**src/rtl/zbt_sram_ctrl.sv**
```systemverilog
// ZBT (zero-bus-turnaround) synchronous SRAM controller: a lock-gated INIT/RUN
// state machine in front of a 3-stage request pipeline that matches the RAM's
// two-cycle data latency, so reads and writes can be mixed at full rate.
module zbt_sram_ctrl #(
  parameter int INIT_CYCLES = 16,
  parameter int AW          = 19,
  parameter int DW          = 36
) (
  input  logic          clk,
  input  logic          reset,
  input  logic          locked,
  input  logic          req_valid,
  output logic          req_ready,
  input  logic          req_we,
  input  logic [AW-1:0] req_addr,
  input  logic [DW-1:0] req_wdata,
  output logic          rd_valid,
  output logic [DW-1:0] rd_data,
  output logic          busy,
  output logic [AW-1:0] ram_addr,
  output logic          ram_we_b,
  output logic          ram_cen_b,
  output logic          ram_oe_b,
  output logic [DW-1:0] ram_data_out,
  output logic          ram_data_oe,
  input  logic [DW-1:0] ram_data_in
);

  typedef enum logic {INIT, RUN} state_t;

  localparam int CW = $clog2(INIT_CYCLES + 1);

  state_t          state;
  logic [CW-1:0]   init_cnt;
  logic            accept;

  // Stage 1 is the address cycle, stage 2 the RAM's internal cycle and
  // stage 3 the cycle in which data sits on the bus.
  logic            s1_valid, s1_we;
  logic            s2_valid, s2_we;
  logic            s3_valid, s3_we;
  logic [DW-1:0]   s1_wdata, s2_wdata;

  assign req_ready = (state == RUN) && locked;
  assign accept    = req_valid && req_ready;
  assign busy      = s1_valid || s2_valid || s3_valid;

  // NOTE: all state below uses non-blocking assignments so every register
  // samples pre-edge values; blocking here would collapse pipeline stages.
  always_ff @(posedge clk) begin
    if (reset) begin
      // NOTE: the datapath registers are reset too because their reset
      // values are visible on the RAM pins and on rd_data.
      state        <= INIT;
      init_cnt     <= '0;
      s1_valid     <= 1'b0;
      s1_we        <= 1'b0;
      s1_wdata     <= '0;
      s2_valid     <= 1'b0;
      s2_we        <= 1'b0;
      s2_wdata     <= '0;
      s3_valid     <= 1'b0;
      s3_we        <= 1'b0;
      ram_addr     <= '0;
      ram_we_b     <= 1'b1;
      ram_cen_b    <= 1'b1;
      ram_oe_b     <= 1'b1;
      ram_data_out <= '0;
      ram_data_oe  <= 1'b0;
      rd_valid     <= 1'b0;
      rd_data      <= '0;
    end else begin
      // ram_cen_b follows the next state so it tracks INIT/RUN cycle-exactly.
      case (state)
        INIT: begin
          if (!locked) begin
            init_cnt <= '0;
          end else if (init_cnt == CW'(INIT_CYCLES - 1)) begin
            state     <= RUN;
            init_cnt  <= '0;
            ram_cen_b <= 1'b0;
          end else begin
            init_cnt <= init_cnt + 1'b1;
          end
        end
        RUN: begin
          if (!locked) begin
            state     <= INIT;
            init_cnt  <= '0;
            ram_cen_b <= 1'b1;
          end
        end
        default: begin
          state     <= INIT;
          init_cnt  <= '0;
          ram_cen_b <= 1'b1;
        end
      endcase

      // Address cycle; the address is held between accepted requests.
      s1_valid <= accept;
      s1_we    <= req_we;
      s1_wdata <= req_wdata;
      if (accept) ram_addr <= req_addr;
      ram_we_b <= !(accept && req_we);

      s2_valid <= s1_valid;
      s2_we    <= s1_we;
      s2_wdata <= s1_wdata;

      // Bus cycle: drive write data or open the RAM's output for a read.
      s3_valid    <= s2_valid;
      s3_we       <= s2_we;
      ram_data_oe <= s2_valid && s2_we;
      ram_oe_b    <= !(s2_valid && !s2_we);
      if (s2_valid && s2_we) ram_data_out <= s2_wdata;

      // Capture read data at the end of the bus cycle; rd_data holds otherwise.
      rd_valid <= s3_valid && !s3_we;
      if (s3_valid && !s3_we) rd_data <= ram_data_in;
    end
  end

endmodule

```
**config.mk**
```make
export PLATFORM = sky130hd
export DESIGN_NAME = zbt_sram_ctrl
export DESIGN_NICKNAME = d
export VERILOG_FILES = /design/src/rtl/zbt_sram_ctrl.sv
export SDC_FILE = /design/constraint.sdc
export NUM_CORES = 1
export LEC_CHECK = 0
export CAP_MARGIN = 40
export CELL_PAD_IN_SITES_DETAIL_PLACEMENT = 1
export CELL_PAD_IN_SITES_GLOBAL_PLACEMENT = 2
export CORE_ASPECT_RATIO = 0.5
export CORE_MARGIN = 3
export CORE_UTILIZATION = 26
export DETAILED_ROUTE_END_ITERATION = 10
export PLACE_DENSITY = 0.76
export SLEW_MARGIN = 25
export SYNTH_ARGS = -nofsm -noshare
export SYNTH_HDL_FRONTEND = slang
export SYNTH_SLANG_ARGS = --single-unit
```
**constraint.sdc**
```tcl
create_clock -name clk -period 1.3 [get_ports clk]
set_input_delay 0.26 -clock clk [delete_from_list [all_inputs] [get_ports clk]]
set_output_delay 0.26 -clock clk [all_outputs]
set_load 0.01 [all_outputs]
```
==> results.toml <==
[clocking]
clk_pin_slew_worst_paths_ns = 0.07
cts_max_path_buffers = 2
insertion_delay_ns = 0.43
numCtsBuffers = 17
cts_max_level = 4
cts_sinks = 180
tritoncts = "done"
clockRootBuffer = "clkbuf_16"

[placed_design]
portBuffers = 193
dp_hpwl_um = 11000
gp_congestion = 0.665
placed_area_um2 = 8000

[floorplanning]
die_x_um = 214
start_util = 0.269
die_h_um = 110
dieArea_um2 = 23500
coreArea_um2 = 20900
rows = 37
ios = 194

[pwr]
seq_power_share = 0.510
combinationalPowerShare = 0.045
p_leak_uw = 0.00315
power.density_nw_per_um2 = 1330
p_total_uw = 11100
p_sw_frac = 0.232
peakVddDrop_mv = 0.647
clkPwrFrac = 0.445
switchingPower_uw = 2570
p_int_uw = 8510

[flow_run]
maxCapViolations = 0

[routing]
vias = 4627
drtPass1Iterations = 4
drc = 0
drt-initial-drc-count = 130
wl_um = 15700
ant_nets = 0
vias_per_cell = 4.18
wl_per_cell_um = 14.1

[sta]
skew_ns = 0.0126
clock.fmax_mhz = 668
post-route-period-util = 1.15
fin_ws_ns = -0.198
hold_viol_final = 0
relSlewSlack = 0.792
maxSlewViolCount = 0
min_period_ns = 1.50
setup_viol = 1
rsz0062_at_grt = "true"
worstMarginPinSlew_ns = 0.311

[setup_path]
r2r-end = "init_cnt[1]"
rrSetupSlack_ns = 0.11
cp_max_fo = 2
crit_type = "reg2out"
required_ns = 1.04
cp-startpoint = "s2_valid"
startpoint_type = "flop"
r2r-start = "init_cnt[0]"
arrival_ns = 1.24
crit_path_end_kind = "primary output"
r2r_cells = 4

[min_path]
min_to = "rd_data[11]"
worstHoldStart = "reset"
holdCritPathClass = "in2reg"
hold_depth = 2

[grt]
gr-usage-all-layers = 0.134
grt_pass1_vias = 4762
grt.overflow.total = 0
antenna_found_initial = 0
grt_max_degree = 74
grt_pass1_wl_um = 24500

[synth]
yosys.area.top_type_share = 0.641
yosys_warnings = 0
syn_area_um2 = 5620
synthDistinctLibCells = 28
ys_top_cells_by_count = "nand2_1 (185), dfxtp_1 (180), a21oi_1 (94)"
synth_area_leaders = "dfxtp_1 (64%), nand2_1 (12%), nor2b_1 (8.9%)"
synthFlopType = "dfxtp_1"
ys_seq_area_frac = 0.641
synth-seq-cells = 180
async_flop_share = 0
synth_top_area_cell = "dfxtp_1"
syn_inst = 606
synth_enable_flop_cells = 0
synth_most_common_cell = "nand2_1"
syn_nets = 703
synth.avg_cell_area_um2 = 9.27

[finish]
finalNetCount = 900
area_growth_pct = 48.3
layout-drive-gt1-share = 0.211
antenna_cells = 0
design_area_um2 = 8330

[status]
status = "complete, but fails checks"
violations = "negative setup slack"
[final cells by class]
type / instances / area [um^2]
tap: 292 / 365
sequential: 180 / 3630
inverter: 2 / 7.51
timing repair buffer: 216 / 1910
fill: 2407 / 12500
multi-input combinational: 386 / 1850
clock inverter: 15 / 140
clock buffer: 17 / 425
[what timing repair did]
| item | CTS | global route |
|---|---|---|
| setup buffers | 0 | 1 |
| gates resized for setup | 255 | 78 |
| setup endpoints to repair | 98 | 80 |
| hold buffers | 0 | 0 |
| pin swaps | 0 | 1 |
[worst max path at each step]
stage | to | slack, ns | depth (start not counted)
global placement | req_ready | -0.38 | 3
floorplan | init_cnt[1] | 0.24 | 4
finish | busy | -0.20 | 2
CTS | busy | -0.23 | 2
global route | busy | -0.25 | 2
detailed placement | req_ready | -0.39 | 3
[power by group through the flow]
stage | logic (uW) | clock network [uW] | registers [uW]
after floorplan | 155 | 0 | 5770
after global placement | 501 | 0 | 5770
after detailed placement | 506 | 0 | 5780
after CTS | 509 | 5120 | 5650
after global routing | 546 | 5380 | 5660
final | 501 | 4920 | 5650
[layer usage]
metal	track usage	share of wire
met1	0.157	0.43
met5	0	0
met2	0.243	0.53
met4	0.0476	0.014
met3	0.0305	0.033
[cells in the final DEF (no fill, tap or decap), drive strengths merged]
master / Yosys / layout
clkdlybuf4s50: 0 / 94
nand3: 2 / 2
or4: 1 / 1
dfxtp: 180 / 180
or3: 1 / 1
inv: 2 / 10
clkdlybuf4s15: 0 / 35
or2b: 1 / 1
ha: 1 / 1
nand4: 1 / 1
nor2b: 80 / 80
nor3: 1 / 1
and2: 3 / 3
clkinvlp: 0 / 2
xnor2: 1 / 1
nand4b: 1 / 1
nand3b: 2 / 2
a32oi: 1 / 1
and3: 1 / 1
nor2: 4 / 4
nand2b: 2 / 2
a21oi: 94 / 94
clkbuf: 15 / 57
o21bai: 1 / 1
a31oi: 2 / 2
nand2: 186 / 186
buf: 23 / 47
clkinv: 0 / 5
[critical path: stages (launching register included)]
cell	delay, ns
dfxtp_1	0.31
or3_1	0.35
buf_2	0.16
[cell families after synthesis]
| kind of cell | synth area share |
|---|---|
| and+or+nand+nor | 0.235 |
| DFF | 0.641 |
| AOI/OAI and AO/OA | 0.0889 |
| buffers and inverters | 0.0310 |
| xor gates and xnor gates | 0.00156 |
| adders and majority gates | 0.00223 |
[sequential cells by signal (all words and copies together), names as in the netlist, 5 cells and up]
signal and flops:
ram_data_out 36, init_cnt 5, ram_addr 19, s1_wdata 36, s2_wdata 36, rd_data 36
[stage by stage]
step	setup TNS, ns	std cells	setup slack, ns	util	hold slack, ns
detailed placement	-4.96	1075	-0.385	0.383	0.425
floorplan	0	606	0.244	-	0.351
global route	-0.255	1108	-0.255	0.399	0.112
global placement	-3.98	1075	-0.378	0.383	0.418
finish	-0.198	1108	-0.198	0.399	0.123
CTS	-0.231	1107	-0.231	0.412	0.104
Note: power is estimated with default switching activity, not from simulation.
